### src/rtl/sensor_spi_responder.sv
// SPI mode-0 register responder: 24-bit frames (8-bit command, 16-bit data)
// sampled on clk through synchronizers; exposes temp snapshot, config and ID.
module sensor_spi_responder #(
  parameter int unsigned SYNC_STAGES = 2,
  parameter logic [7:0]  DEVICE_ID   = 8'hA5,
  parameter logic [15:0] CFG_RESET   = 16'h0000
) (
  input  logic        clk,
  input  logic        rst_neg,
  input  logic        cs_n,
  input  logic        sck,
  input  logic        mosi,
  output logic        miso,
  input  logic [15:0] temp_value,
  output logic [15:0] config_reg,
  output logic        busy,
  output logic        frame_done,
  output logic        frame_err
);

  localparam int unsigned CNT_W  = 5;
  localparam int unsigned WORD_W = 16;

  typedef enum logic [1:0] {IDLE, CMD, DATA, DONE} state_t;

  logic [SYNC_STAGES-1:0] cs_sync, sck_sync, mosi_sync, vld;
  logic cs_q, sck_q, armed;
  logic cs_s, sck_s, mosi_s, primed;
  logic cs_fall, cs_rise, sck_rise, sck_fall, start;

  state_t            state, state_d;
  logic [CNT_W-1:0]  bit_cnt, bit_cnt_d;
  logic [14:0]       rx, rx_d;
  logic [WORD_W-1:0] tx, tx_d, temp_snap, temp_snap_d, config_d, rd_word_c;
  logic [7:0]        cmd_c;
  logic cmd_rd, cmd_rd_d, cmd_wr_cfg, cmd_wr_cfg_d, armed_d;
  logic miso_d, busy_d, frame_done_d, frame_err_d;

  // Input synchronizers; vld marks when the chain holds only post-reset samples
  always_ff @(posedge clk or negedge rst_neg) begin
    if (!rst_neg) begin
      cs_sync   <= '1;
      sck_sync  <= '0;
      mosi_sync <= '0;
      vld       <= '0;
      cs_q      <= 1'b1;
      sck_q     <= 1'b0;
    end else begin
      cs_sync   <= {cs_sync[SYNC_STAGES-2:0], cs_n};
      sck_sync  <= {sck_sync[SYNC_STAGES-2:0], sck};
      mosi_sync <= {mosi_sync[SYNC_STAGES-2:0], mosi};
      vld       <= {vld[SYNC_STAGES-2:0], 1'b1};
      cs_q      <= cs_s;
      sck_q     <= sck_s;
    end
  end

  assign cs_s     = cs_sync[SYNC_STAGES-1];
  assign sck_s    = sck_sync[SYNC_STAGES-1];
  assign mosi_s   = mosi_sync[SYNC_STAGES-1];
  assign primed   = vld[SYNC_STAGES-1];
  assign cs_fall  = cs_q & ~cs_s;
  assign cs_rise  = ~cs_q & cs_s;
  assign sck_rise = ~sck_q & sck_s;
  assign sck_fall = sck_q & ~sck_s;
  // A frame may only start once cs_n has genuinely been seen high since reset
  assign start    = cs_fall & armed;
  assign cmd_c    = {rx[6:0], mosi_s};

  always_comb begin
    rd_word_c = '0;
    case (cmd_c[6:0])
      7'h00:   rd_word_c = temp_snap;
      7'h01:   rd_word_c = config_reg;
      7'h02:   rd_word_c = {8'h00, DEVICE_ID};
      default: rd_word_c = '0;
    endcase
  end

  always_ff @(posedge clk or negedge rst_neg) begin
    if (!rst_neg) begin
      state      <= IDLE;
      bit_cnt    <= '0;
      rx         <= '0;
      tx         <= '0;
      temp_snap  <= '0;
      config_reg <= CFG_RESET;
      cmd_rd     <= 1'b0;
      cmd_wr_cfg <= 1'b0;
      armed      <= 1'b0;
      miso       <= 1'b0;
      busy       <= 1'b0;
      frame_done <= 1'b0;
      frame_err  <= 1'b0;
    end else begin
      state      <= state_d;
      bit_cnt    <= bit_cnt_d;
      rx         <= rx_d;
      tx         <= tx_d;
      temp_snap  <= temp_snap_d;
      config_reg <= config_d;
      cmd_rd     <= cmd_rd_d;
      cmd_wr_cfg <= cmd_wr_cfg_d;
      armed      <= armed_d;
      miso       <= miso_d;
      busy       <= busy_d;
      frame_done <= frame_done_d;
      frame_err  <= frame_err_d;
    end
  end

  // Next-state logic; cs_n rising edge takes priority over any same-cycle sck edge
  always_comb begin
    state_d      = state;
    bit_cnt_d    = bit_cnt;
    rx_d         = rx;
    tx_d         = tx;
    temp_snap_d  = temp_snap;
    config_d     = config_reg;
    cmd_rd_d     = cmd_rd;
    cmd_wr_cfg_d = cmd_wr_cfg;
    armed_d      = armed | (primed & cs_s);
    miso_d       = miso;
    busy_d       = busy;
    frame_done_d = 1'b0;
    frame_err_d  = 1'b0;

    case (state)
      IDLE: begin
        miso_d = 1'b0;
        if (start) begin
          state_d     = CMD;
          bit_cnt_d   = '0;
          tx_d        = '0;
          temp_snap_d = temp_value;
          busy_d      = 1'b1;
        end
      end
      CMD: begin
        if (cs_rise) begin
          state_d     = IDLE;
          frame_err_d = 1'b1;
          busy_d      = 1'b0;
          miso_d      = 1'b0;
        end else if (sck_rise) begin
          rx_d      = {rx[13:0], mosi_s};
          bit_cnt_d = bit_cnt + CNT_W'(1);
          if (bit_cnt == CNT_W'(7)) begin
            state_d      = DATA;
            cmd_rd_d     = cmd_c[7];
            cmd_wr_cfg_d = ~cmd_c[7] & (cmd_c[6:0] == 7'h01);
            tx_d         = cmd_c[7] ? rd_word_c : '0;
          end
        end
      end
      DATA: begin
        if (cs_rise) begin
          state_d     = IDLE;
          frame_err_d = 1'b1;
          busy_d      = 1'b0;
          miso_d      = 1'b0;
        end else if (sck_rise) begin
          rx_d      = {rx[13:0], mosi_s};
          bit_cnt_d = bit_cnt + CNT_W'(1);
          if (bit_cnt == CNT_W'(23)) begin
            state_d = DONE;
            miso_d  = 1'b0;
            if (cmd_wr_cfg) config_d = {rx, mosi_s};
          end
        end else if (sck_fall && cmd_rd) begin
          miso_d = tx[15];
          tx_d   = {tx[14:0], 1'b0};
        end
      end
      DONE: begin
        miso_d = 1'b0;
        if (cs_rise) begin
          state_d      = IDLE;
          frame_done_d = 1'b1;
          busy_d       = 1'b0;
        end
      end
      default: state_d = IDLE;
    endcase
  end

endmodule

### config.mk
export PLATFORM = sky130hd
export DESIGN_NAME = sensor_spi_responder
export DESIGN_NICKNAME = d
export VERILOG_FILES = /design/src/rtl/sensor_spi_responder.sv
export SDC_FILE = /design/constraint.sdc
export NUM_CORES = 1
export LEC_CHECK = 0
export CAP_MARGIN = 5
export CORE_UTILIZATION = 50
export CTS_BUF_LIST = sky130_fd_sc_hd__clkbuf_8
export DETAILED_ROUTE_END_ITERATION = 6
export PLACE_DENSITY = 0.7
export SETUP_SLACK_MARGIN = 0.3
export SYNTH_ARGS = -nofsm -noshare
export SYNTH_HDL_FRONTEND = slang
export SYNTH_SLANG_ARGS = --single-unit
### constraint.sdc
create_clock -name clk -period 2 [get_ports clk]
set_input_delay 0.2 -clock clk [delete_from_list [all_inputs] [get_ports clk]]
set_output_delay 0.2 -clock clk [all_outputs]
set_load 0.03 [all_outputs]
== After elaboration in Yosys (flattened, before gate mapping) ==
Index checks and enable logic that the tools add are counted.

* Output and inout bits: 20
* Memories kept: 0
* Bits in writable memories: 0
* ROM bits: 0
* Latch bits: 0
* Register bits after elaboration: 87
* Input port bits: 21

* Shifts and indexed selects: 0
* Muxes and demuxes: 34
* Add/sub/neg operators: 1
* $mul: 0
* Eq/ne operators: 25
* Bitwise operators: 14
* Reduce and logical (&&, ||, !) cells: 17
* Div/mod/pow operators: 0
* Order comparisons: 0

{| class="wikitable"
|+ Operator list
! kind !! number
|-
| two-way mux 16 bit || 8
|-
| case mux 16 bit (3 select lines) || 2
|-
| != test 2 bit, second input constant || 10
|-
| two-way mux 2 bit || 8
|-
| two-way mux 5 bit || 3
|-
| != test 3 bit, second input constant || 4
|-
| case mux 5 bit (2 select lines) || 1
|-
| two-way mux 1 bit || 9
|-
| != test 4 bit, second input constant || 2
|-
| case mux 2 bit (4 select lines) || 1
|-
| AND reduction 4 bit || 2
|-
| AND reduction 8 bit || 1
|-
| bitwise AND 1 bit || 7
|-
| == test 7 x 1 -> 1 bit, second input constant || 1
|-
| == test 7 x 2 -> 1 bit, second input constant || 1
|-
| logical NOT 7 bit || 1
|-
| inverter 1 bit || 6
|-
| AND reduction 3 bit || 2
|-
| AND reduction 6 bit || 1
|-
| adder 5 x 1 -> 5 bit, second input constant || 1
|-
| == test 5 x 3 -> 1 bit, second input constant || 1
|-
| == test 5 bit, second input constant || 1
|-
| AND reduction 5 bit || 1
|-
| == test 2 bit, second input constant || 2
|-
| other kinds (12) || 15
|}

== Logic depth before layout (Yosys ltp) ==
* Depth after elaboration: 7
* Depth in mapped cells: 9

== Worst setup path after synthesis ==
Ideal clock, no wire load.

* Path type: register to register
* From: reg state[0]
* To: reg tx[0]
* Required time: 1.867 ns
* Stages on the path, launching flop included: 10
* Slack: -0.052 ns
* Library setup time: 0.133 ns
* Path buffers: 3
* Arrival: 1.918 ns
* Path through: dfrtp_1 inv_1 ha_1 clkbuf_1 o21ba_2 a31oi_1 or3_1 buf_2 buf_6 o21ai_0

* Longest elaborated chain between the ends: 3

{| class="wikitable"
|+ Ends and longest elaborated chain
! what !! RTL line !! text
|-
| start, declared || 31 || <nowiki>state_t state, state_d;</nowiki>
|-
| start signal, assigned || 96 || <nowiki>state <= state_d;</nowiki>
|-
| == test 2 bit, or another cell as far along || 128 || <nowiki>case (state)</nowiki>
|-
| != test 2 bit (no source line) / nonzero test 3 bit (equally long branches) || - ||
|-
| AND reduction 8 bit (no source line) || - ||
|-
| end signal, assigned || 99 || <nowiki>tx <= tx_d;</nowiki>
|-
| end, declared || 34 || <nowiki>logic [WORD_W-1:0] tx, tx_d, temp_snap, temp_snap_d, config_d, rd_word_c;</nowiki>
|}

Parallel ways exist; a longest one is shown, timed or not.
A chain may end at the register's enable or synchronous reset.

== Worst setup path in the final report ==
* From: reg cs_q
* To: reg tx[3]

* Longest elaborated chain between the ends: 4

{| class="wikitable"
|+ Ends and longest elaborated chain
! what !! RTL line !! text
|-
| start, declared || 27 || <nowiki>logic cs_q, sck_q, armed;</nowiki>
|-
| start signal, assigned || 53 || <nowiki>cs_q <= cs_s;</nowiki>
|-
| bitwise AND 1 bit / inverter 1 bit (equally long branches) || 62, 63 ||
|-
| bitwise AND 1 bit, on equally long branches || 67, 63 ||
|-
| != test 2 bit (no source line) || - ||
|-
| AND reduction 8 bit (no source line) * || - ||
|}

Mark *: on every way between the ends. The rest lies on a longest branch, timed or not.

==> flow_summary_export.csv <==
group,metric,value,unit
outcome,status,"finished clean",
critical_path,slowest_delay,580,ps
timing,rsz0062_at_grt,"yes",
clock_network,clock_sinks,87,
floorplanning,die_w,91.3,µm
critical_path,arrival,2170,ps
worst_hold_path,worstHoldPathType,"in2reg",
timing,max_freq,0.527,GHz
flow_run,drv_cap,0,
worst_hold_path,hp-start,"cs_n",
worst_hold_path,hold_path_end,"cs_sync[0]$_DFF_PN1_",
floorplanning,coreArea,7730,µm²
finish,final_core_util,67.7,%
power_and_ir_drop,p_leak,2.22,nW
finish,final_area,5230,µm²
floorplanning,die-area,8330,µm²
power_and_ir_drop,intPower,3.81,mW
synthesis,seq_area_frac_synth,54.7,%
floorplanning,ios,41,
detailed_routing,firstDrtPassIters,4,
synthesis,synth_edf_count,0,
timing,finalCritPeriodShare,94.8,%
timing,maxSlewViolCount,0,
critical_path,required,2270,ps
detailed_routing,ant_nets,0,
critical_path,path_cells,"nor2b_4, o41a_1, or3_4, buf_6, o31ai_2",
finish,finalNetCount,418,
timing,fin_crit,1900,ps
timing,hold_viol,0,
critical_path,reg2regPathDepth,5,
clock_network,clock_latency,360,ps
clock_network,cts_max_level,3,
grt,grt_pass1_vias,2928,
critical_path,worstPathMaxFanout,9,
synthesis,synth_top_area_share,52.8,%
critical_path,r2r-start,"cs_q$_DFF_PN1_",
synthesis,async_flop_share,100,%
detailed_routing,routedWlPerCell,18.2,µm
finish,final_cells,498,
timing,clock_skew,6.89,ps
power_and_ir_drop,power.share.clock,23.4,%
critical_path,cp-start-kind,"register",
floorplanning,rows,32,
finish,diodes,0,
power_and_ir_drop,seqPwrFrac,38.5,%
timing,fin_setup_tns,0,ps
synthesis,yosys-top-cells-count,"84 x dfrtp_1, 49 x mux2_2, 22 x o31ai_1",
synthesis,yosysMostFrequentCell,"dfrtp_1",
critical_path,cp-end-kind,"register",
power_and_ir_drop,p_comb_share,38.2,%
synthesis,avgSynthCellArea,12.3,µm²
grt,antenna_found_initial,0,
detailed_routing,vias_per_cell,5.84,
detailed_routing,wl,9070,µm
placement,numPortBuffers,40,
floorplanning,start_util,51.6,%
critical_path,crit_slowest_cell,"dfstp_2",
grt,grt_max_degree,42,
critical_path,cp_top_family,"compound AO/OA/AOI/OAI gates",
critical_path,crit_buf_inv,1,
detailed_routing,drt_iter0_drc,220,
synthesis,synth_area_leaders,"dfrtp_1 53%, mux2_2 14%, o31ai_1 4.1%",
synthesis,synth_cell_type_count,42,
critical_path,r2r_setup_slack,100,ps
placement,gp_congestion,0.831,
synthesis,syn_nets,350,
grt,grt_pass1_wl,14700,µm
grt,grt_overflow_total,0,
clock_network,clk_pin_slew_worst_paths,90,ps
clock_network,cts_tree,"yes",
floorplanning,die_h,91.3,µm
synthesis,synth-seq-cells,87,
synthesis,ys.warnings.count,0,
grt,grtUsageTotal,22.8,%
power_and_ir_drop,powerDensity,1150,nW/µm²
synthesis,synth_cells,323,
critical_path,critPathLaunch,"cs_q$_DFF_PN1_",
worst_hold_path,holdPathStages,1,
placement,dpl.hpwl,5850,µm
detailed_routing,drc,0,
power_and_ir_drop,p_sw_share,36.8,%
placement,placed_cell_area,4710,µm²
finish,areaGrowthSynthToFinish,31.3,%
clock_network,cts_buffers,9,
synthesis,syn_area,3980,µm²
clock_network,clk_path_buf_depth,2,
placement,dpl.cell_count,472,
critical_path,r2r-end,"tx[3]$_DFFE_PN0P_",
synthesis,synthFlopType,"dfrtp_1",
finish,layout-drive-gt1-share,39.4,%
detailed_routing,vias,2909,
power_and_ir_drop,peakVddDrop,0.000610,V
power_and_ir_drop,power.switching,2.22,mW
timing,setup_viol_count_final,0,
clock_network,root_buffer,"clkbuf_8",
critical_path,critical_path_class,"reg2reg",
synthesis,synth_top_cell_by_area,"dfrtp_1",
## metrics by stage
stage	power [mW]	worst slack (ps)	hold WS [ps]
5_1_grt	6.32	45.3	237
2_1_floorplan	3.59	2.41	-95.6
3_5_place_dp	4.24	82.4	140
6_report	6.04	104	243
4_1_cts	5.79	133	238
3_3_place_gp	4.19	120	138
## cell families (layout without fill, tap and decap cells)
family | after synthesis | count (layout) | synth area share (%)
DFF | 87 | 87 | 54.7
AOI/OAI and AO/OA | 79 | 79 | 14.7
muxes | 62 | 62 | 17.1
and+or+nand+nor | 58 | 58 | 8.42
buffers and inverters | 30 | 103 | 3.08
adders and majority gates | 6 | 6 | 1.88
other | 1 | 1 | 0.0941
## cells in the final DEF (no fill, tap or decap), drive strengths merged, types with 4 or more instances in the layout
| master | instances |
|---|---|
| inv | 11 |
| a22oi | 5 |
| nand2 | 4 |
| clkdlybuf4s50 | 39 |
| buf | 37 |
| mux2i | 13 |
| o31ai | 31 |
| dfrtp | 84 |
| nor2 | 12 |
| or3 | 5 |
| o21ai | 9 |
| o22ai | 4 |
| nor4 | 13 |
| a21oi | 17 |
| clkbuf | 11 |
| mux2 | 49 |
| nand3 | 7 |
| ha | 6 |
## layer usage
metal,track usage (%),share of wire [%]
met3,3.10,4.7
met4,10.7,1.8
met5,0,0
met2,35.7,48
met1,31.7,46
## worst max-delay path by stage
stage | end | cells past startpoint
5_1_grt | tx[3]$_DFFE_PN0P_ | 5
2_1_floorplan | tx[10]$_DFFE_PN0P_ | 7
4_1_cts | tx[3]$_DFFE_PN0P_ | 5
6_report | tx[3]$_DFFE_PN0P_ | 5
3_3_place_gp | cmd_wr_cfg$_DFFE_PN0P_ | 4
3_5_place_dp | cmd_rd$_DFFE_PN0P_ | 4
## cell type report
type                    instances  area (µm²)
well taps                     102         128
inverters                      10        38.8
flip-flops and latches         87        2180
clock inverters                 5        80.1
clock buffers                  11         151
multi-input cells             206        1900
repair buffers                 77         751
fillers                       547        2500
## power groups by stage
stage / Combinational (mW) / Clock (mW) / Sequential [mW]
CTS: 2.05 / 1.42 / 2.31
finish: 2.31 / 1.41 / 2.32
detailed placement: 1.89 / 0 / 2.35
global placement: 1.86 / 0 / 2.34
global route: 2.47 / 1.49 / 2.36
floorplan: 1.30 / 0 / 2.30
## timing repair
item	in CTS	in global routing
pin swaps	7	3
endpoints found under the setup margin	53	53
hold endpoints to repair	24	0
hold buffers	1	0
resized for setup	16	28
buffers inserted	4	5
Power figures use the tool's default switching activity.
